[config.mk]
export PLATFORM = sky130hd
export DESIGN_NAME = chi_best_select_flat
export DESIGN_NICKNAME = d
export VERILOG_FILES = /design/src/rtl/chi_best_select_if.sv /design/src/rtl/chi_best_select.sv /design/src/flat_wrapper.sv
export SDC_FILE = /design/constraint.sdc
export NUM_CORES = 1
export LEC_CHECK = 0
export BUFFER_PORTS_ARGS = -buffer_cell sky130_fd_sc_hd__buf_4
export CAP_MARGIN = 20
export CORE_UTILIZATION = 56
export CTS_CLUSTER_SIZE = 40
export DETAILED_ROUTE_END_ITERATION = 10
export GPL_TIMING_DRIVEN = 1
export MAX_ROUTING_LAYER = met4
export PLACE_DENSITY = 0.8
export RECOVER_POWER = 25
export SLEW_MARGIN = 10
export SYNTH_ARGS = -nofsm -noshare
export SYNTH_HDL_FRONTEND = slang
export SYNTH_SLANG_ARGS = --single-unit
[constraint.sdc]
create_clock -name CLOCK -period 3.65 [get_ports CLOCK]
set_input_delay 0.365 -clock CLOCK [delete_from_list [all_inputs] [get_ports CLOCK]]
set_output_delay 0.365 -clock CLOCK [all_outputs]
set_load 0.01 [all_outputs]
[src/rtl/chi_best_select_if.sv]
// rtl/chi_best_select_if.sv - fit stream in / road result out bundle for chi_best_select
// Upstream stage and formatter sit on the master side; chi_best_select is the slave.
interface chi_best_select_if #(
   parameter int PARAMETERBITS = 14,
   parameter int IDBITS        = 8,
   parameter int CNTBITS       = 8
);
   logic [PARAMETERBITS-1:0] CHI;
   logic                     CHI_VALID;
   logic [IDBITS-1:0]        FIT_ID;
   logic                     LAST;
   logic [PARAMETERBITS-1:0] CHI_CUT;
   logic                     IN_READY;
   logic                     OUT_VALID;
   logic                     OUT_READY;
   logic [PARAMETERBITS-1:0] BEST_CHI;
   logic [IDBITS-1:0]        BEST_ID;
   logic [CNTBITS-1:0]       NFITS;
   logic                     PASS;
   logic                     TIMED_OUT;

   modport master (
      output CHI, CHI_VALID, FIT_ID, LAST, CHI_CUT, OUT_READY,
      input  IN_READY, OUT_VALID, BEST_CHI, BEST_ID, NFITS, PASS, TIMED_OUT
   );

   modport slave (
      input  CHI, CHI_VALID, FIT_ID, LAST, CHI_CUT, OUT_READY,
      output IN_READY, OUT_VALID, BEST_CHI, BEST_ID, NFITS, PASS, TIMED_OUT
   );
endinterface

[src/rtl/chi_best_select.sv]
// rtl/chi_best_select.sv - per-road minimum chi-square selector with registered result
// Optional road watchdog enabled by macro CHI_BEST_TIMEOUT_EN.
module chi_best_select #(
   parameter int PARAMETERBITS = 14,
   parameter int IDBITS        = 8,
   parameter int CNTBITS       = 8,
   parameter int TIMEOUT       = 255
) (
   input logic              CLOCK,
   input logic              RESET,
   chi_best_select_if.slave bus
);
   typedef enum logic {IDLE, ACCUM} state_t;

   state_t                   state_q, state_d;
   logic [PARAMETERBITS-1:0] acc_chi;
   logic [IDBITS-1:0]        acc_id;
   logic [CNTBITS-1:0]       acc_cnt;
   logic [PARAMETERBITS-1:0] merge_chi;
   logic [IDBITS-1:0]        merge_id;
   logic [CNTBITS-1:0]       merge_cnt;
   logic                     out_valid;
   logic [PARAMETERBITS-1:0] best_chi;
   logic [IDBITS-1:0]        best_id;
   logic [CNTBITS-1:0]       nfits;
   logic                     pass;
   logic                     in_ready;
   logic                     accept;
   logic                     close_last;
   logic                     close_forced;

   assign in_ready   = !out_valid || bus.OUT_READY;
   assign accept     = bus.CHI_VALID && in_ready;
   assign close_last = accept && bus.LAST;

`ifdef CHI_BEST_TIMEOUT_EN
   localparam int IDLEBITS = $clog2(TIMEOUT + 1);

   logic [IDLEBITS-1:0] idle_cnt;
   logic                timed_out;

   always_ff @(posedge CLOCK) begin
      if (RESET || state_q != ACCUM || accept)
         idle_cnt <= '0;
      else if (idle_cnt != IDLEBITS'(TIMEOUT))
         idle_cnt <= idle_cnt + IDLEBITS'(1);
   end

   // A due watchdog close waits for the output register to be free.
   assign close_forced = (state_q == ACCUM) && !accept && in_ready &&
                         (idle_cnt == IDLEBITS'(TIMEOUT));
`else
   assign close_forced = 1'b0;
`endif

   // Road state including the fit offered this cycle; ties keep the earlier fit.
   always_comb begin
      merge_chi = bus.CHI;
      merge_id  = bus.FIT_ID;
      merge_cnt = CNTBITS'(1);
      if (state_q == ACCUM) begin
         merge_cnt = (&acc_cnt) ? acc_cnt : acc_cnt + CNTBITS'(1);
         if (!(bus.CHI < acc_chi)) begin
            merge_chi = acc_chi;
            merge_id  = acc_id;
         end
      end
   end

   always_comb begin
      state_d = state_q;
      case (state_q)
         IDLE: begin
            if (accept && !bus.LAST)
               state_d = ACCUM;
         end
         ACCUM: begin
            if (close_last || close_forced)
               state_d = IDLE;
         end
         default: state_d = IDLE;
      endcase
   end

   always_ff @(posedge CLOCK) begin
      if (RESET)
         state_q <= IDLE;
      else
         state_q <= state_d;
   end

   always_ff @(posedge CLOCK) begin
      if (RESET) begin
         acc_chi   <= '0;
         acc_id    <= '0;
         acc_cnt   <= '0;
         out_valid <= 1'b0;
         best_chi  <= '0;
         best_id   <= '0;
         nfits     <= '0;
         pass      <= 1'b0;
`ifdef CHI_BEST_TIMEOUT_EN
         timed_out <= 1'b0;
`endif
      end else begin
         if (accept) begin
            acc_chi <= merge_chi;
            acc_id  <= merge_id;
            acc_cnt <= merge_cnt;
         end
         if (close_last) begin
            out_valid <= 1'b1;
            best_chi  <= merge_chi;
            best_id   <= merge_id;
            nfits     <= merge_cnt;
            pass      <= (merge_chi <= bus.CHI_CUT);
`ifdef CHI_BEST_TIMEOUT_EN
            timed_out <= 1'b0;
`endif
         end else if (close_forced) begin
            out_valid <= 1'b1;
            best_chi  <= acc_chi;
            best_id   <= acc_id;
            nfits     <= acc_cnt;
            pass      <= (acc_chi <= bus.CHI_CUT);
`ifdef CHI_BEST_TIMEOUT_EN
            timed_out <= 1'b1;
`endif
         end else if (bus.OUT_READY) begin
            out_valid <= 1'b0;
         end
      end
   end

   assign bus.IN_READY  = in_ready;
   assign bus.OUT_VALID = out_valid;
   assign bus.BEST_CHI  = best_chi;
   assign bus.BEST_ID   = best_id;
   assign bus.NFITS     = nfits;
   assign bus.PASS      = pass;
`ifdef CHI_BEST_TIMEOUT_EN
   assign bus.TIMED_OUT = timed_out;
`else
   assign bus.TIMED_OUT = 1'b0;
`endif
endmodule

[src/flat_wrapper.sv]
// flat-port wrapper written by rule: the top's interface ports become plain ports
module chi_best_select_flat 
#(
   parameter int PARAMETERBITS = 14,
   parameter int IDBITS        = 8,
   parameter int CNTBITS       = 8,
   parameter int TIMEOUT       = 255
)
  (CLOCK, RESET, bus_CHI, bus_CHI_VALID, bus_FIT_ID, bus_LAST, bus_CHI_CUT, bus_OUT_READY, bus_IN_READY, bus_OUT_VALID, bus_BEST_CHI, bus_BEST_ID, bus_NFITS, bus_PASS, bus_TIMED_OUT);
  chi_best_select_if #(.PARAMETERBITS(PARAMETERBITS), .IDBITS(IDBITS), .CNTBITS(CNTBITS)) bus_i ();
  input logic CLOCK;
  input logic RESET;
  input wire logic [$bits(bus_i.CHI)-1:0] bus_CHI;
  input wire logic [$bits(bus_i.CHI_VALID)-1:0] bus_CHI_VALID;
  input wire logic [$bits(bus_i.FIT_ID)-1:0] bus_FIT_ID;
  input wire logic [$bits(bus_i.LAST)-1:0] bus_LAST;
  input wire logic [$bits(bus_i.CHI_CUT)-1:0] bus_CHI_CUT;
  input wire logic [$bits(bus_i.OUT_READY)-1:0] bus_OUT_READY;
  output wire logic [$bits(bus_i.IN_READY)-1:0] bus_IN_READY;
  output wire logic [$bits(bus_i.OUT_VALID)-1:0] bus_OUT_VALID;
  output wire logic [$bits(bus_i.BEST_CHI)-1:0] bus_BEST_CHI;
  output wire logic [$bits(bus_i.BEST_ID)-1:0] bus_BEST_ID;
  output wire logic [$bits(bus_i.NFITS)-1:0] bus_NFITS;
  output wire logic [$bits(bus_i.PASS)-1:0] bus_PASS;
  output wire logic [$bits(bus_i.TIMED_OUT)-1:0] bus_TIMED_OUT;
  assign bus_i.CHI = bus_CHI;
  assign bus_i.CHI_VALID = bus_CHI_VALID;
  assign bus_i.FIT_ID = bus_FIT_ID;
  assign bus_i.LAST = bus_LAST;
  assign bus_i.CHI_CUT = bus_CHI_CUT;
  assign bus_i.OUT_READY = bus_OUT_READY;
  assign bus_IN_READY = bus_i.IN_READY;
  assign bus_OUT_VALID = bus_i.OUT_VALID;
  assign bus_BEST_CHI = bus_i.BEST_CHI;
  assign bus_BEST_ID = bus_i.BEST_ID;
  assign bus_NFITS = bus_i.NFITS;
  assign bus_PASS = bus_i.PASS;
  assign bus_TIMED_OUT = bus_i.TIMED_OUT;
  chi_best_select #(.PARAMETERBITS(PARAMETERBITS), .IDBITS(IDBITS), .CNTBITS(CNTBITS), .TIMEOUT(TIMEOUT)) u_core (.CLOCK(CLOCK), .RESET(RESET), .bus(bus_i));
endmodule
==> results.md <==
- Die area: 7110 um^2
- Number of vias per cell: 5.77
- Outcome: complete, but fails checks
- Synth Instances: 422
- Aggregate global-route resource usage: 27.3%
- Pwr Total: 0.00176 W
- Syn_nets: 491
- Synth top area share: 33.2%
- Yosys reg bits: 63
- Setup violators final: 0
- Most frequent CP cell: ha_1
- Max_slew headroom: 44.6%
- CTS root buffer: clkbuf_8
- Routability cong.: 0.877
- Antenna violations before repair: 0
- Drt drc: 10
- Syn avg cell area: 8.99 um^2
- Worst slew pin tran: 0.827 ns
- RSZ-0062 raised after global routing: false
- Sequential-to-total area share from yosys stat: 33.2%
- CTS tree: yes
- CP peak stage delay: 0.39 ns
- Total core area: 6460 um^2
- Routed len/inst: 16.1 um
- H-tree depth: 3
- Critical path peak fanout: 14
- RR Startpoint: u_core.acc_chi[13]
- Worst-path cell chain: inv_1 > ha_1 > nand4_1 > nor2_1 > nand3_2 > o21ai_4 > nand2_2 > mux2_4 > ha_1 > and4_1 > o21ai_0 > a311o_1 > o211ai_1 > a211oi_1
- # clock sinks: 63
- Final net count: 557
- Row Count: 29
- CTS Buf Count: 9
- Final core occ: 69.6%
- I/O Buffers: 73
- Crit share post-route: 93.4%
- Die Wd: 84.3 um
- Worst Skew: 0.0106 ns
- Slowest CP cell: mux2_4
- VDD IR-drop max: 0.243 mV
- Crit end category: register
- Number of antenna diodes: 0
- Share of post-route cells with drive strength above 1: 19.1%
- CTS Hold Bufs: 0
- Final wirelength: 9170 um
- Pwr dens: 391 nW/um^2
- Max Cap Viol: 0
- Worst Path Required: 3.87 ns
- Leakage: 2.00 nW
- Arrival @ worst endpoint: 3.62 ns
- Worst Hold Class: primary input to register
- Worst-Skew Late Latency: 0.35 ns
- Min Tclk post-route: 3.41 ns
- Post-CTS setup buffer count: 0
- Io pins: 75
- Reg clk slew, reported paths: 0.07 ns
- First-pass GRT wire length: 14800 um
- Final hold violations: 0
- Top cells by area, synth: dfxtp_1 33%, ha_1 9.2%, nand2b_1 9.1%
- DR iter-0 viols: 141
- Top_reg_cell synth: dfxtp_1
- Reg2reg setup slack: 0.24 ns
- Setup TNS: 0 ns
- Largest net degree at the start of global routing: 71
- # fillers: 529
- Crit path launch: u_core.acc_chi[13]
- DR pass1 iterations: 7
- Final Cell Area: 4500 um^2
- Cts repair resizes: 0
- Post-DP Area: 4370 um^2
- Total number of vias: 3291
- Die Y: 84.3 um
- Longest Clk Path Bufs: 2
- GRT overflow: 0
- Post-synth cell types: 47
- Worst Hold Launch: bus_FIT_ID[4]
- Syn. warnings: 0
- Dpl hpwl: 6420 um
- Number of synthesized flops with an enable pin: 0
- Failing checks: design-rule violations
- Antenna-violating nets left: 0
- Final Hold Slack: 0.259 ns
- Startpoint types: register
- Synth Cell Area: 3790 um^2
- Count leader, synth: dfxtp_1
- P&R area growth vs syn: 18.5%
- Most instantiated cells after synthesis: 63 x dfxtp_1, 55 x nand2b_1, 29 x nand2_1
- Post-synth ARST share: 0%
- Fmax: 293 MHz
- Synth area leader: dfxtp_1
- Max-slew violations: 0
- WS Path Type: register to register
- Vias in the first global route: 3257
- Initial Utilization: 58.8%
kinds of logic (layout without fill, tap and decap cells):
group,Yosys count,count (layout),share of synthesized area [%]
AND/OR/NAND/NOR,152,152,21.9
AO/OA/AOI/OAI,86,86,17.8
flip-flops,63,63,33.2
buffers and inverters,51,122,5.67
multiplexers,38,38,11.3
adder cells (fa/ha/maj),28,28,9.23
XOR/XNOR,3,3,0.693
other,1,1,0.0988
per-stage QoR:
step           setup slack (ns)  cells
2_1_floorplan             0.535    422
3_5_place_dp              0.156    554
4_1_cts                   0.242    570
3_3_place_gp              0.287    554
6_report                  0.240    570
5_1_grt                 0.00567    570
state kept, by name, summed over array words and instances (netlist names), named ones only:
| register | count |
|---|---|
| u_core.bus.PASS | 1 |
| u_core.bus.BEST_CHI | 14 |
| u_core.acc_cnt | 8 |
| u_core.bus.BEST_ID | 8 |
| u_core.bus.OUT_VALID | 1 |
| u_core.acc_id | 8 |
| u_core.bus.NFITS | 8 |
| u_core.acc_chi | 14 |
worst paths after layout:
check / cells after the start / endpoint
hold / removal: 2 / u_core.bus.BEST_ID[4]
hold reg to reg: 2 / u_core.bus.NFITS[4]
setup / recovery: 14 / u_core.bus.PASS
setup reg to reg: 14 / u_core.bus.PASS
routing by layer:
| layer | vias to the layer above | wire length, um | GRT usage (%) |
|---|---|---|---|
| li1 | 1645 | - | - |
| met1 | 1567 | 4040 | 29.6 |
| met2 | 64 | 4560 | 48.5 |
| met3 | 15 | 434 | 7.18 |
| met4 | 0 | 125 | 9.25 |
| met5 | - | 0 | - |
placed cells by master (no fill, tap or decap), types with 3 or more instances in the layout:
cell and instances:
inv_1 27, buf_4 57, dfxtp_1 63, clkbuf_1 23, xor2_1 3, nand2_1 29, and3_1 17, a21o_1 6
clkbuf_8 12, nand2b_1 55, mux2_2 4, o211ai_1 4, ha_1 28, nor2b_1 3, or3_1 8, a211oi_1 4
nand4_1 4, mux2_4 9, o21ai_0 8, mux2i_1 25, a311oi_1 9, nor2_1 21, a21oi_1 20, a221o_1 22
nand3_1 4
cell type report:
cell class                 count  area (um^2)  share of cell area (%)
multi-input combinational    308         2320                    51.6
clock buffer                  13          169                    3.76
clock inverter                 3         40.0                   0.890
sequential                    63         1260                    28.0
timing repair buffer          79          510                    11.4
inverter                      27          101                    2.25
tap                           77         96.3                    2.14
where the power goes:
part           internal (W)  total (W)  leakage [nW]  switching, W
clock              0.000369   0.000643         0.109      0.000274
combinational      0.000169   0.000354          1.38      0.000185
sequential         0.000728   0.000760         0.516     0.0000315
total               0.00127    0.00176          2.00      0.000490
critical path, delay by kind of cell (launching register included):
| kind | cells | cell delay (ns) |
|---|---|---|
| buffers and inverters | 1 | 0.07 |
| and+or+nand+nor | 5 | 1.03 |
| muxes | 1 | 0.39 |
| AOI/OAI and AO/OA | 5 | 0.80 |
| DFF | 1 | 0.38 |
| adders and majority gates | 2 | 0.60 |
(Power assumes the default switching activity.)
